## config.mk

```make
export PLATFORM = sky130hd
export DESIGN_NAME = airi5c_fetch_aligner
export DESIGN_NICKNAME = d
export VERILOG_FILES = /design/src/rtl/airi5c_fetch_aligner_pkg.sv /design/src/rtl/airi5c_fetch_aligner_parcel_buffer.sv /design/src/rtl/airi5c_fetch_aligner.sv
export SDC_FILE = /design/constraint.sdc
export NUM_CORES = 1
export LEC_CHECK = 0
export ABC_AREA = 1
export CAP_MARGIN = 0
export CELL_PAD_IN_SITES_DETAIL_PLACEMENT = 1
export CELL_PAD_IN_SITES_GLOBAL_PLACEMENT = 1
export CORE_MARGIN = 1
export CORE_UTILIZATION = 32
export DETAILED_ROUTE_END_ITERATION = 8
export PLACE_DENSITY = 0.84
export RECOVER_POWER = 50
export SYNTH_ARGS = -nofsm -noshare
export SYNTH_HDL_FRONTEND = slang
export SYNTH_SLANG_ARGS = --single-unit
export TNS_END_PERCENT = 30
```

## constraint.sdc

```tcl
create_clock -name clk -period 3.86 [get_ports clk]
set_input_delay 0.772 -clock clk [delete_from_list [all_inputs] [get_ports clk]]
set_output_delay 0.772 -clock clk [all_outputs]
set_load 0.01 [all_outputs]
```

## src/rtl/airi5c_fetch_aligner_pkg.sv

```systemverilog
// Shared definitions for the fetch aligner: the parcel type, the compressed-parcel
// test, and the enum used to request parcel moves from the buffer.
package airi5c_fetch_aligner_pkg;

    localparam int          RVC_PARCEL_W     = 16;
    localparam logic [31:0] DEFAULT_RESET_PC = 32'h8000_0000;

    typedef logic [RVC_PARCEL_W-1:0] parcel_t;

    // Number of parcels moved into or out of the buffer in one cycle.
    typedef enum logic [1:0] {
        MOVE_NONE = 2'd0,
        MOVE_ONE  = 2'd1,
        MOVE_TWO  = 2'd2
    } move_e;

    function automatic logic is_compressed(input parcel_t p);
        return p[1:0] != 2'b11;
    endfunction

endpackage

```

## src/rtl/airi5c_fetch_aligner_parcel_buffer.sv

```systemverilog
// Three-entry 16-bit parcel queue: pops 0/1/2 parcels from the head, then appends
// 0/1/2 new parcels directly behind the survivors in the same cycle.
module airi5c_fetch_aligner_parcel_buffer
    import airi5c_fetch_aligner_pkg::*;
(
    input  logic    clk,
    input  logic    nreset,
    input  logic    flush_i,
    input  move_e   pop_i,
    input  move_e   push_i,
    input  parcel_t push_lo_i,
    input  parcel_t push_hi_i,
    output parcel_t head_o,
    output parcel_t next_o,
    output logic [1:0] cnt_o
);

    parcel_t    buf_q [3];
    parcel_t    buf_d [3];
    logic [1:0] cnt_q;
    logic [1:0] cnt_d;
    logic [1:0] pop_n;
    logic [1:0] push_n;
    logic [1:0] surv_cnt;

    always_comb begin
        buf_d    = buf_q;
        pop_n    = pop_i;
        push_n   = push_i;
        surv_cnt = cnt_q - pop_n;

        case (pop_i)
            MOVE_ONE: begin
                buf_d[0] = buf_q[1];
                buf_d[1] = buf_q[2];
            end
            MOVE_TWO: buf_d[0] = buf_q[2];
            default: ;
        endcase

        // Appends only happen when at most one parcel survives, so both new
        // parcels always fit inside the three entries.
        for (int i = 0; i < 3; i++) begin
            if (push_n != 2'd0 && 2'(i) == surv_cnt) begin
                buf_d[i] = push_lo_i;
            end
            if (push_n == 2'd2 && 2'(i) == surv_cnt + 2'd1) begin
                buf_d[i] = push_hi_i;
            end
        end

        cnt_d = surv_cnt + push_n;
        if (flush_i) begin
            cnt_d = 2'd0;
        end
    end

    always_ff @(posedge clk) begin
        if (!nreset) begin
            cnt_q <= 2'd0;
        end else begin
            cnt_q <= cnt_d;
        end
    end

    // Parcel storage carries no reset; stale entries are hidden by the count.
    always_ff @(posedge clk) begin
        buf_q <= buf_d;
    end

    assign head_o = buf_q[0];
    assign next_o = buf_q[1];
    assign cnt_o  = cnt_q;

endmodule

```

## src/rtl/airi5c_fetch_aligner.sv

```systemverilog
// Fetch aligner: splits aligned 32-bit fetch words into parcels and re-assembles
// one raw (possibly compressed) instruction per handshake, with its PC.
module airi5c_fetch_aligner
    import airi5c_fetch_aligner_pkg::*;
#(
    parameter int                 XPR_LEN  = 32,
    parameter logic [XPR_LEN-1:0] RESET_PC = DEFAULT_RESET_PC
) (
    input  logic               clk,
    input  logic               nreset,
    input  logic [XPR_LEN-1:0] fetch_data_i,
    input  logic               fetch_valid_i,
    output logic               fetch_ready_o,
    input  logic               redirect_i,
    input  logic [XPR_LEN-1:0] redirect_pc_i,
    output logic [XPR_LEN-1:0] instr_o,
    output logic [XPR_LEN-1:0] instr_pc_o,
    output logic               instr_valid_o,
    input  logic               instr_ready_i,
    output logic               instr_is_c_o
);

    logic [XPR_LEN-1:0] pc_q;
    logic [XPR_LEN-1:0] pc_d;
    logic               skip_q;
    logic               skip_d;

    parcel_t    head;
    parcel_t    next;
    logic [1:0] cnt;
    logic       head_c;
    logic       accept;
    logic       consume;
    move_e      pop_move;
    move_e      push_move;
    parcel_t    push_lo;
    parcel_t    push_hi;

    airi5c_fetch_aligner_parcel_buffer u_parcel_buffer (
        .clk       (clk),
        .nreset    (nreset),
        .flush_i   (redirect_i),
        .pop_i     (pop_move),
        .push_i    (push_move),
        .push_lo_i (push_lo),
        .push_hi_i (push_hi),
        .head_o    (head),
        .next_o    (next),
        .cnt_o     (cnt)
    );

    assign head_c = is_compressed(head);

    // Readiness looks only at the registered count and the redirect, never at
    // downstream ready, so the fetch side sees no combinational loop.
    assign fetch_ready_o = (cnt <= 2'd1) && !redirect_i;
    assign accept        = fetch_valid_i && fetch_ready_o;

    assign instr_valid_o = ((cnt >= 2'd1) && head_c) || (cnt >= 2'd2);
    assign instr_is_c_o  = (cnt != 2'd0) && head_c;
    assign instr_pc_o    = pc_q;
    assign consume       = instr_valid_o && instr_ready_i && !redirect_i;

    always_comb begin
        instr_o = '0;
        if (cnt >= 2'd2) begin
            instr_o = {next, head};
        end else if (cnt == 2'd1) begin
            instr_o = {{(XPR_LEN-RVC_PARCEL_W){1'b0}}, head};
        end
    end

    always_comb begin
        pop_move  = MOVE_NONE;
        push_move = MOVE_NONE;
        push_lo   = fetch_data_i[RVC_PARCEL_W-1:0];
        push_hi   = fetch_data_i[XPR_LEN-1:RVC_PARCEL_W];
        pc_d      = pc_q;
        skip_d    = skip_q;

        if (consume) begin
            pop_move = head_c ? MOVE_ONE : MOVE_TWO;
            pc_d     = pc_q + (head_c ? XPR_LEN'(2) : XPR_LEN'(4));
        end

        // After a redirect to an odd-parcel target, the lower parcel of the
        // first word belongs to the old stream and is dropped.
        if (accept) begin
            skip_d = 1'b0;
            if (skip_q) begin
                push_move = MOVE_ONE;
                push_lo   = fetch_data_i[XPR_LEN-1:RVC_PARCEL_W];
            end else begin
                push_move = MOVE_TWO;
            end
        end

        if (redirect_i) begin
            pc_d   = {redirect_pc_i[XPR_LEN-1:1], 1'b0};
            skip_d = redirect_pc_i[1];
        end
    end

    always_ff @(posedge clk) begin
        if (!nreset) begin
            pc_q   <= RESET_PC;
            skip_q <= 1'b0;
        end else begin
            pc_q   <= pc_d;
            skip_q <= skip_d;
        end
    end

endmodule

```

# --- Word level (Yosys, flattened, before mapping) ---
# Index checks and enable logic that the tools add are counted.
totals:
  register_bits: 83
  input_bits: 69
  wordCells: 69
op_classes:
  n_addsub: 4
  n_lt_le_gt_ge: 3
  eq_ne: 9
  n_mux: 21
  n_bitwise: 1
  reduce_logical: 24
op_table:
  columns: ["op", "count"]
  rows:
  - ["$mux 16", 10]
  - ["$mux 32", 3]
  - ["$add 32x3->32", 1]
  - ["$pmux 16 s2", 1]
  - ["$logic_and 1x1->1", 12]
  - ["$reduce_bool 2->1", 5]
  - ["$mux 2", 4]
  - ["$eq 1x2->1 const A", 2]
  - ["$eq 2x1->1 const B", 2]
  - ["$eq 2x2->1 const A", 2]
  - ["$eq 2x2->1 const B", 2]
  - ["$logic_not 2->1", 2]
  - ["$reduce_bool 4->1", 1]
  - ["$mux 3", 1]
  - ["$reduce_bool 3->1", 1]
  - ["$add 2x1->2 const B", 1]
  - ["$add 2x2->2", 1]
  - ["$ge 2x1->1 const B", 1]
  - ["$ge 2x2->1 const B", 1]
  - ["$le 2x1->1 const B", 1]
  - ["$mux 1", 2]
  - ["$ne 2x2->1 const B", 1]
  - ["$reduce_or 2->1", 1]
  - ["$sub 2x2->2", 1]
  - ["3 further kinds", 3]

# --- Depth between registers and ports, before layout ---
depth:
  word_depth: 11
  ltp_mapped: 17
  depth_no_buf: 15

# --- By module ---
# Synthesis repeated with hierarchy kept, for this count alone.
hier_totals:
  cells_unflattened: 914
  hier_area_um2: 6338.6
by_module_without_submodules:
  columns: ["module", "instances", "cells_per_inst", "area_each_um2", "seq_area_each_um2"]
  rows:
  - ["airi5c_fetch_aligner_parcel_buffer", 1, 421, 3330.7, 1481.4]
  - ["airi5c_fetch_aligner", 1, 493, 3007.9, 640.6]

# --- Least setup slack after synthesis ---
# No wires, ideal clock.
synth_timing:
  kind: "in2reg"
  from: "input instr_ready_i"
  to: "register u_parcel_buffer.buf_q[0] (netlist name) (enable)"
  setup_ns: 0.411
  arrival_time_ns: 3.328
  required_ns: 3.449
  setup_slack_ns: 0.121
  path_stages: 12
  path_cell_list: "inv_1 -> nor2_2 -> nand2_1 -> nor2_1 -> ha_1 -> xor2_2 -> nand2_1 -> nand2_4 -> inv_4 -> buf_6 -> buf_6 -> o21ai_0"
synth_via:
  elab_chain_cells: 8
synth_rtl:
  columns: ["element", "line", "rtl"]
  rows:
  - ["from (decl)", "airi5c_fetch_aligner.sv:19", "input logic instr_ready_i,"]
  - ["$logic_and 1x1->1 * (2 in series)", "airi5c_fetch_aligner.sv:62", "assign consume = instr_valid_o && instr_ready_i && !redirect_i;"]
  - ["$mux 2 *", "airi5c_fetch_aligner.sv:81", "if (consume) begin"]
  - ["$sub 2x2->2 *", "airi5c_fetch_aligner_parcel_buffer.sv:30", "surv_cnt = cnt_q - pop_n;"]
  - ["$add 2x1->2", "airi5c_fetch_aligner_parcel_buffer.sv:47", "if (push_n == 2'd2 && 2'(i) == surv_cnt + 2'd1) begin"]
  - ["$eq 2x2->1", "airi5c_fetch_aligner_parcel_buffer.sv:47", null]
  - ["$logic_and 1x1->1", "airi5c_fetch_aligner_parcel_buffer.sv:47", null]
  - ["$reduce_bool 2->1 (no line) *", null, null]
  - ["to (signal assigned)", "airi5c_fetch_aligner_parcel_buffer.sv:68", "buf_q <= buf_d;"]
  - ["to (decl)", "airi5c_fetch_aligner_parcel_buffer.sv:18", "parcel_t buf_q [3];"]
# Mark *: on every way between the ends. The rest lies on a longest branch, timed or not.
# A chain may end at the register's enable or synchronous reset.

==> impl_results.rst <==
.. list-table::
   :header-rows: 1

   * - Metric
     - Value
   * - Result of the run
     - completed
   * - Largest net degree at the start of global routing
     - 41
   * - Biggest area contributors in the synthesized netlist
     - sky130_fd_sc_hd__edfxtp_1 26%, sky130_fd_sc_hd__nand2_1 15%, sky130_fd_sc_hd__dfxtp_1 12%, sky130_fd_sc_hd__nor2_1 8.5%, sky130_fd_sc_hd__nand3_1 5.7%
   * - Initial cell density of the core
     - 33.2%
   * - Crit. Startpoint
     - redirect_i
   * - Final critical delay including setup and external delays
     - 3.43 ns
   * - 1st-iter DRT viols
     - approximately 360
   * - Clock buffers created by TritonCTS
     - 9
   * - Fillers
     - 2,185
   * - Maximum fanout along the worst path
     - 34
   * - Hold buffers post-CTS
     - 0
   * - Final standard cell utilization of the core
     - 43.8%
   * - Count of antenna diodes in the layout
     - 0
   * - Synth cell types
     - just over 40
   * - Average vias per placed instance
     - approximately 5
   * - Cell Area, Synth
     - approximately 5600 um2
   * - Leakage
     - 3.07 nW
   * - CTS tree
     - built
   * - CP max stage cell
     - sky130_fd_sc_hd__nand2_1
   * - Final number of max-transition violations
     - 0
   * - WL final
     - 19,600 um
   * - Clock latency at the later pin of the worst-skew pair
     - 0.35 ns
   * - Proportion of netlist area held by the largest area contributor
     - between 20% and 30%
   * - Number of nets still failing antenna checks after routing
     - 0
   * - Worst hold slack
     - between 0.5 and 0.6 ns
   * - Pre-antenna DRT Iters
     - 4
   * - Class of the tightest hold or removal check
     - register to register
   * - Main flop type after synthesis
     - sky130_fd_sc_hd__edfxtp_1
   * - Die width
     - 134 um
   * - Crit path capture type
     - register
   * - Overall die area
     - 18,000 um2
   * - Share of the clock period used by the worst path
     - 88.8%
   * - Cells resized by post-CTS repair
     - 0
   * - Measured slew at the worst slew-check pin
     - 1.20 ns
   * - Count of flip-flops with a built-in enable after synthesis
     - 48
   * - Count of final hold-check violations
     - 0
   * - Top cell type by total area after synthesis
     - sky130_fd_sc_hd__edfxtp_1
   * - CP Cell Sequence
     - dlygate4sd3_1 > nor2_1 > nand2_1 > inv_1 > nand2_1 > a21oi_1 > nand3_1 > nand3_1 > o21ai_0
   * - CTS Buffer Depth
     - 2
   * - Core Box Area
     - 16,800 um2
   * - Number of remaining DRC errors
     - 0
   * - Logic depth of the worst register-to-register path
     - 14
   * - Htree depth
     - 3
   * - First-pass GRT wire length
     - 31,200 um
   * - Layout overhead on the synthesized area
     - 31.9%
   * - Proportion of register bits with asynchronous set or reset after synthesis
     - 0%
   * - Peak supply drop
     - 0.000204 V
   * - Total number of vias
     - 5,951
   * - Worst-case clock skew
     - 0.0105 ns
   * - Clock Power Share
     - between 30% and 40%
   * - Cell internal power dissipation
     - 0.00168 W
   * - Tot GR Track Use
     - 22.4%
   * - Syn_nets
     - 892
   * - CTS clock-pin slew for the worst setup and hold paths
     - 0.07 ns
   * - Post-DP HPWL
     - 14,300 um
   * - Required time reported for the critical path endpoint
     - 3.96 ns
   * - Remaining global-route overflow
     - 0
   * - RSZ-0062 raised after global routing
     - no
   * - Die height
     - approximately 130 um
   * - Accumulated negative setup slack
     - 0 ns
   * - Vias in the first global route
     - ~5,900
   * - Placer's final routability congestion estimate
     - a little under 0.9
   * - WL per Instance
     - approximately 17 um
   * - Number of sinks on the clock net
     - 82
   * - Most common cell in the synthesized netlist
     - sky130_fd_sc_hd__nand2_1
   * - Power dissipated by switching net loads
     - around 0.00068 W
   * - Startpoint of the most critical register-to-register path
     - u_parcel_buffer.cnt_o[1]
   * - Number of instances in the synthesized netlist
     - about 800
   * - Launch point of the worst hold path
     - instr_pc_o[28]
   * - Max-cap violations
     - 0
   * - Crit Path Class
     - primary input to register
   * - Gate power share
     - 17.9%
   * - Fraction of power spent switching nets
     - 28.7%
   * - Synthesis-stage register bit count
     - 82
   * - Longest individual stage delay on the worst path
     - roughly 0.66 ns
   * - CP Launch Type
     - primary input
   * - Antenna violations before repair
     - 0
   * - Worst slew slack as a fraction of its limit
     - 19.7%
   * - Worst Hold Path Cells
     - 2
   * - Number of standard-cell rows in the floorplan
     - 47
   * - Fraction of final layout cells with drive strength greater than 1
     - 7.61%
   * - Average instance area after synthesis
     - 6.81 um2
   * - Power density over the cells
     - between 300 and 400 nW/um2
   * - Final setup violation count
     - 0
   * - Warning count from the yosys run
     - 0
   * - Power share of the sequential group
     - 43.7%
   * - Endpoint arrival time on the critical path
     - 3.52 ns
   * - Post-synth top cells
     - 219 x sky130_fd_sc_hd__nand2_1, 127 x sky130_fd_sc_hd__nor2_1, 84 x sky130_fd_sc_hd__inv_1, 63 x sky130_fd_sc_hd__nand3_1, 48 x sky130_fd_sc_hd__edfxtp_1
   * - Post-CTS Repair Setup Buffers
     - 0
   * - Final layout net count
     - 1,014
   * - Num ports
     - 136
   * - Port-buffer cells
     - 133
   * - Sequential area share after synthesis
     - 38.0%
   * - Root Driver
     - sky130_fd_sc_hd__clkbuf_16
   * - Achievable clock frequency
     - ~0.3 GHz
-- cell usage in the layout, fill, tap and decap left out, types with 2 or more instances in the layout --
cell and n:
sky130_fd_sc_hd__a21oi_1 47, sky130_fd_sc_hd__a21oi_2 13, sky130_fd_sc_hd__a31oi_1 8, sky130_fd_sc_hd__buf_4 12
sky130_fd_sc_hd__clkbuf_1 3, sky130_fd_sc_hd__clkbuf_16 9, sky130_fd_sc_hd__clkdlybuf4s50_1 84, sky130_fd_sc_hd__clkinv_1 2
sky130_fd_sc_hd__clkinvlp_4 2, sky130_fd_sc_hd__dfxtp_1 34, sky130_fd_sc_hd__dlygate4sd3_1 49, sky130_fd_sc_hd__edfxtp_1 48
sky130_fd_sc_hd__ha_1 3, sky130_fd_sc_hd__inv_1 85, sky130_fd_sc_hd__inv_2 4, sky130_fd_sc_hd__nand2_1 221
sky130_fd_sc_hd__nand2_4 3, sky130_fd_sc_hd__nand3_1 63, sky130_fd_sc_hd__nand3b_1 9, sky130_fd_sc_hd__nand4_1 6
sky130_fd_sc_hd__nor2_1 129, sky130_fd_sc_hd__nor3_1 3, sky130_fd_sc_hd__o211ai_1 17, sky130_fd_sc_hd__o21ai_0 42
sky130_fd_sc_hd__o21ai_1 10, sky130_fd_sc_hd__or2_2 16, sky130_fd_sc_hd__xor2_1 3
-- worst paths after layout --
| path | end | slack (ns) |
|---|---|---|
| max | u_parcel_buffer.head_o[5] | 0.43 |
| min | instr_pc_o[28] | 0.53 |
| max reg2reg | u_parcel_buffer.next_o[6] | 0.85 |
| min reg2reg | instr_pc_o[28] | 0.53 |
-- flip-flops by register name, summed over array words and instances (netlist names) --
register and count:
instr_pc_o 31, skip_q 1, u_parcel_buffer.head_o 16, u_parcel_buffer.next_o 16, u_parcel_buffer.cnt_o 2, u_parcel_buffer.buf_q 16
-- worst max-delay path: cells and delay by family --
family / cells / cell delay [ns]
and+or+nand+nor: 5 / 1.30
buffers and inverters: 2 / 0.76
AOI/OAI and AO/OA: 2 / 0.66
-- logic make-up after synthesis --
logic type,count (synthesis),share of synthesized area [%]
AOI/OAI and AO/OA,141,14.6
xor gates and xnor gates,5,0.919
adders and majority gates,4,1.03
buffers and inverters,130,10.3
DFF,82,38.0
other,1,0.0672
and+or+nand+nor,456,35.0
-- area by class of cell --
type                            count  area (um2)  share of cell area, %
Multi-Input combinational cell    607        2870                   39.0
Sequential cell                    82        2120                   28.8
Timing Repair Buffer              149        1440                   19.5
Inverter                           92         349                   4.74
Tap cell                          220         275                   3.74
Clock buffer                        9         225                   3.06
Clock inverter                      7        77.6                   1.05
-- per-stage QoR --
stage	power, W	instances	instance area, um2	worst slack (ns)
final	0.00236	1166	7360	0.432
after global routing	0.00245	1166	7360	0.187
after CTS	0.00239	1166	7380	0.500
after detailed placement	0.00149	1150	7080	0.351
after global placement	0.00148	1150	7080	0.369
after floorplan	0.00127	819	5580	0.121
-- routing by layer --
| layer | vias up | GRT usage (%) | part of all wire, % |
|---|---|---|---|
| met4 | 0 | 7.62 | 2.0 |
| met2 | 173 | 38.5 | 48 |
| li1 | 2901 | - | - |
| met1 | 2852 | 28.6 | 45 |
| met5 | - | 0 | 0 |
| met3 | 25 | 3.40 | 4.8 |
-- power groups by stage --
stage / sequential, W / combinational, W / clock [W]
3_3_place_gp: 0.00105 / 0.000427 / 0
2_1_floorplan: 0.00105 / 0.000221 / 0
4_1_cts: 0.00103 / 0.000440 / 0.000921
5_1_grt: 0.00104 / 0.000470 / 0.000943
6_report: 0.00103 / 0.000423 / 0.000904
3_5_place_dp: 0.00105 / 0.000436 / 0
Power figures use the tool's default switching activity.
